<file path="src/rtl/dff_bank_wr_sched.sv">
// -----------------------------------------------------------------------------
// dff_bank_wr_sched
//
// Write scheduler for a bank of N gate-level dff registers, each W bits wide.
// Two requesters share the bank's single write data bus. A round-robin arbiter
// picks a winner in IDLE, the winner's address and data are latched, and the
// scheduler then runs a SETUP / STROBE / HOLD sequence on that register's
// clock line. D is stable for a full cycle before C rises, and for a full
// cycle after C falls. The bank's read path (Q/nQ) does not pass through here.
//
// Ports:
//   C              clock, all state updates on the rising edge
//   R              synchronous reset, active-high
//   req0/addr0/wdata0, ack0   requester 0 (req held until ack)
//   req1/addr1/wdata1, ack1   requester 1
//   bank_D  [W-1:0]  shared data bus to every bank register's D input
//   bank_C  [N-1:0]  per-register clock strobes, at most one bit high
//   busy            high in every non-IDLE state
//   owner           current or most recently granted requester
//
// All outputs are registered. One transaction takes 4 cycles; request-to-ack
// latency is 3 cycles.
// -----------------------------------------------------------------------------
module dff_bank_wr_sched #(
  parameter int W  = 8,
  parameter int N  = 4,
  parameter int AW = 2
) (
  input  logic          C,
  input  logic          R,
  input  logic          req0,
  input  logic [AW-1:0] addr0,
  input  logic [W-1:0]  wdata0,
  output logic          ack0,
  input  logic          req1,
  input  logic [AW-1:0] addr1,
  input  logic [W-1:0]  wdata1,
  output logic          ack1,
  output logic [W-1:0]  bank_D,
  output logic [N-1:0]  bank_C,
  output logic          busy,
  output logic          owner
);

  typedef enum logic [1:0] {
    IDLE   = 2'd0,
    SETUP  = 2'd1,
    STROBE = 2'd2,
    HOLD   = 2'd3
  } state_t;

  state_t          state, state_n;
  logic [AW-1:0]   a_lat, a_lat_n;
  logic [W-1:0]    bank_d_n;
  logic [N-1:0]    bank_c_n;
  logic            ack0_n, ack1_n;
  logic            busy_n;
  logic            owner_n;
  logic            winner;
  logic [N-1:0]    strobe_mask;

  // One-hot decode of the latched address. An address at or beyond N matches
  // no bit, so the transaction still sequences and acks but writes nothing.
  always_comb begin
    strobe_mask = '0;
    for (int i = 0; i < N; i++) begin
      if (a_lat == AW'(i)) strobe_mask[i] = 1'b1;
    end
  end

  // Round-robin pick: a lone request wins outright; under contention the
  // requester that did not own the bus last time wins, giving strict
  // alternation. Only consulted in IDLE.
  always_comb begin
    if (req0 && req1) winner = ~owner;
    else              winner = req1;
  end

  // Next-state and next-output logic.
  // NOTE: every signal written here gets a default first; a path that leaves
  // one unassigned would infer a latch.
  always_comb begin
    state_n  = state;
    a_lat_n  = a_lat;
    bank_d_n = bank_D;   // data bus holds its value until the next grant
    bank_c_n = '0;       // strobe is high for exactly one cycle
    ack0_n   = 1'b0;     // acks are single-cycle pulses
    ack1_n   = 1'b0;
    owner_n  = owner;

    unique case (state)
      IDLE: begin
        if (req0 || req1) begin
          owner_n  = winner;
          a_lat_n  = winner ? addr1  : addr0;
          bank_d_n = winner ? wdata1 : wdata0;
          state_n  = SETUP;
        end
      end
      SETUP: begin
        bank_c_n = strobe_mask;
        state_n  = STROBE;
      end
      STROBE: begin
        ack0_n  = (owner == 1'b0);
        ack1_n  = (owner == 1'b1);
        state_n = HOLD;
      end
      HOLD: begin
        state_n = IDLE;
      end
      default: begin
        state_n = IDLE;
      end
    endcase

    busy_n = (state_n != IDLE);
  end

  // State and output registers. Reset cuts any in-flight strobe and
  // suppresses the ack of the aborted transaction, since both are simply
  // forced back to their idle values on the reset edge.
  // NOTE: sequential state uses non-blocking assignments so every register
  // samples the pre-edge values regardless of statement order.
  always_ff @(posedge C) begin
    if (R) begin
      state  <= IDLE;
      a_lat  <= '0;
      bank_D <= '0;
      bank_C <= '0;
      ack0   <= 1'b0;
      ack1   <= 1'b0;
      busy   <= 1'b0;
      owner  <= 1'b1;   // makes requester 0 win the first tie
    end else begin
      state  <= state_n;
      a_lat  <= a_lat_n;
      bank_D <= bank_d_n;
      bank_C <= bank_c_n;
      ack0   <= ack0_n;
      ack1   <= ack1_n;
      busy   <= busy_n;
      owner  <= owner_n;
    end
  end

endmodule

</file>
<file path="config.mk">
export PLATFORM = sky130hd
export DESIGN_NAME = dff_bank_wr_sched
export DESIGN_NICKNAME = d
export VERILOG_FILES = /design/src/rtl/dff_bank_wr_sched.sv
export SDC_FILE = /design/constraint.sdc
export NUM_CORES = 1
export LEC_CHECK = 0
export ABC_AREA = 1
export CAP_MARGIN = 5
export CORE_ASPECT_RATIO = 1.4
export CORE_MARGIN = 1
export CORE_UTILIZATION = 36
export DETAILED_ROUTE_END_ITERATION = 8
export MAX_ROUTING_LAYER = met4
export PLACE_DENSITY = 0.73
export SLEW_MARGIN = 20
export SYNTH_ARGS = -nofsm -noshare
export SYNTH_HDL_FRONTEND = slang
export SYNTH_SLANG_ARGS = --single-unit
</file>
<file path="constraint.sdc">
create_clock -name C -period 1.2 [get_ports C]
set_input_delay 0.18 -clock C [delete_from_list [all_inputs] [get_ports C]]
set_output_delay 0.18 -clock C [all_outputs]
set_load 0.005 [all_outputs]
</file>
==> metrics.yaml, run 1 <==
status:
  status: "finished with violations"
  violations: "setup timing"
routing:
  wire_per_inst_um: 9.95
  totalWireLength_mm: 2.12
  vias: 915
  drc: 0
  drtIter0Drc: 13
  ant_nets: 0
  drtPass1Iterations: 4
  vias_per_cell: 4.30
power:
  p_per_area_nw_per_um2: 1960
  power.share.combinational_pct: 52.8
  p_total_mw: 2.97
  p_switching_mw: 1.02
  clockPowerShare_pct: 12.7
  swShare_pct: 34.2
  seq_power_share_pct: 34.5
  irDropWorstVdd_mv: 1.17
  p_int_mw: 1.95
  cellLeakagePower_nw: 0.773
finish:
  fillers: 220
  final_nets: 208
  final_area_um2: 1510
  antenna_cells: 0
  area_delta_synth_final_pct: 67.1
  final_layout_size_suffix_gt1_share_pct: 22.3
  final_cells: 213
grt:
  grt_max_degree: 22
  grt_pass1_vias: 817
  grt_overflow: 0
  grt_pass1_wl_mm: 3.15
  antenna_found_initial: 0
  grtUsageTotal_pct: 15.7
logic_synthesis:
  yosys.cell_types.count: 16
  synth_cells: 128
  yosys_warnings: 0
  ys_top_cells_by_area: "dfxtp_1 (44%), nor2_1 (14%), nand2_1 (11%), inv_1 (7.9%), ha_1 (5.5%)"
  synth.top_cell.area_share_pct: 44.2
  postSynthAreaPerCell_um2: 7.08
  syn_nets: 156
  syn-cell-area_um2: 906
  yosys.area.top_type: "dfxtp_1"
  ys_seq_area_share_pct: 44.2
  ys_ff_latch: 20
critical_path:
  crit_chain: "inv_2, ha_4, inv_4, nor2_4, clkbuf_16, nand2_1, nor2_1, nor2_1"
  criticalPathCategory: "reg -> reg"
  r2r-end: "bank_D[1]$_SDFFE_PP0P_"
  ff2ff_path_depth: 8
  slowest_stage: "dfxtp_2"
  cp.buffers_inverters: 3
  endpoint_kind: "register"
  path_delay_family: "simple AND/OR/NAND/NOR gates"
  start_kind: "register"
  arrival_ps: 1430
  crit_top_cell: "nor2_1"
  rrSetupSlack_ps: -30
  cp_data_required_time_ps: 1400
  reg2reg_from: "state[1]$_SDFF_PP0_"
  slowest_delay_ps: 340
  crit_fanout: 5
timing:
  rsz0062_at_grt: "true"
  post-route-period-util_pct: 103
  max_freq_ghz: 0.812
  skew_ps: 1.09
  tightest_slew_ps: 197
  slew_violations: 0
  worst_slack_ps: -32.2
  fin_crit_ps: 1230
  setup_violations: 5
  timing.slew.headroom_pct: 86.9
  hold_viol_final: 0
placed_design:
  dpl_cell_area_um2: 1370
  port_buffers: 39
  gp_congestion: 0.762
  place_ws_ps: -129
  dp_cells: 203
  dp_hpwl_mm: 1.50
clocking:
  htreeDepth: 1
  clk_pin_slew_ps: 110
  clock-root-buffer: "clkbuf_4"
  cts_buffers: 3
  cts_tree: "yes"
  cts_hold_buf: 0
  clk_path_buf_depth: 2
  cts_sinks: 20
  clk_latency_ps: 290
min_path:
  hp-start: "a_lat[1]$_SDFFE_PP0P_"
  min_path_type: "reg -> reg"
  hold_depth: 1
  worstHoldEndpoint: "bank_C[1]$_SDFF_PP0_"
floorplan:
  die_area_um2: 2720
  die_h_um: 61.4
  top_level_ports: 40
  coreArea_um2: 2390
  row_count: 21
  start_util_pct: 37.9
  die_w_um: 44.4
job:
  maxCapViolations: 0
power groups by stage:
stage	Sequential [mW]	Clock, mW	Combinational [mW]
2_1_floorplan	1.02	0	0.679
3_3_place_gp	1.02	0	1.23
3_5_place_dp	1.03	0	1.27
4_1_cts	1.01	0.390	1.25
5_1_grt	1.05	0.416	1.71
6_report	1.02	0.377	1.57
worst reg2reg max path, stage by stage (launching register included):
cell and delay, ps:
dfxtp_2 340, inv_2 70, ha_4 140, inv_4 40
nor2_4 170, clkbuf_16 180, nand2_1 50, nor2_1 100
nor2_1 50
layout make-up:
cell class	count	area (um2)	share of cell area (%)
timing repair buffer	52	528	34.9
tap	34	42.5	2.81
clock buffer	4	36.3	2.40
inverter	19	73.8	4.88
multi-input combinational	84	420	27.8
sequential	20	413	27.3
cell families after synthesis:
group,synth area share (%)
DFF,44.2
buffers and inverters,13.0
and+or+nand+nor,29.8
AOI/OAI and AO/OA,7.46
adders and majority gates,5.53
registers in the layout (all words and copies together) (netlist names):
register  flops
state         2
ack1          1
bank_C        4
owner         1
busy          1
a_lat         2
bank_D        8
ack0          1
cell usage after synthesis (all sizes together):
cell,number
inv,19
buf,5
nand2,27
o211ai,1
o21ai,12
nand3,1
nor3,4
ha,4
nor2,35
dfxtp,20
metal layers:
| metal | wire [um] | global-route usage, % |
|---|---|---|
| met3 | 85 | 1.76 |
| met2 | 1140 | 30.5 |
| met4 | 5 | 5.19 |
| met5 | 0 | - |
| met1 | 889 | 16.1 |
how the worst max path moves through the flow:
stage	endpoint	cells past startpoint	slack, ps	startpoint
after floorplan	a_lat[0]$_SDFFE_PP0P_	8	80	state[0]$_SDFF_PP0_
after global placement	a_lat[0]$_SDFFE_PP0P_	7	-100	req1
after detailed placement	bank_D[6]$_SDFFE_PP0P_	6	-130	req0
after CTS	bank_D[3]$_SDFFE_PP0P_	8	10	state[1]$_SDFF_PP0_
after global routing	bank_D[1]$_SDFFE_PP0P_	8	-80	state[1]$_SDFF_PP0_
final	bank_D[1]$_SDFFE_PP0P_	8	-30	state[1]$_SDFF_PP0_
cell usage in the layout, fill, tap and decap left out:
cell and instances:
clkbuf_8 1, nor3_1 4, nand2_4 1, dfxtp_2 10
buf_4 9, nand3_1 1, o21ai_0 2, dlygate4sd2_1 16
o21ai_1 10, clkdlybuf4s50_1 23, nor2_1 32, inv_1 16
nand2_2 5, dfxtp_1 10, inv_4 1, clkbuf_4 3
buf_12 2, ha_4 1, nor2_2 2, nor2_4 1
clkbuf_16 2, ha_1 3, nand2_1 21, o211ai_1 1
inv_2 2
repair_timing:
item	4_1_cts	5_1_grt
pin swaps	0	9
endpoints found under the hold margin	0	0
endpoints found under the setup margin	26	11
gates resized for setup	25	14
setup buffers	3	1
gates cloned	0	2
per-stage QoR:
step	utilization [%]	TNS, ps	hold slack (ps)
6_report	63.3	-86.9	486
5_1_grt	63.3	-593	507
4_1_cts	59.3	0	491
3_5_place_dp	57.3	-1240	473
3_3_place_gp	57.3	-928	463
2_1_floorplan	-	0	252
Power figures use the tool's default switching activity.
==> inputs of run 2 (changes only) <==
- CORE_MARGIN: 1 -> unset
==> results of run 2 <==
The final DEF is identical to that of run 1; final timing and power are the same.
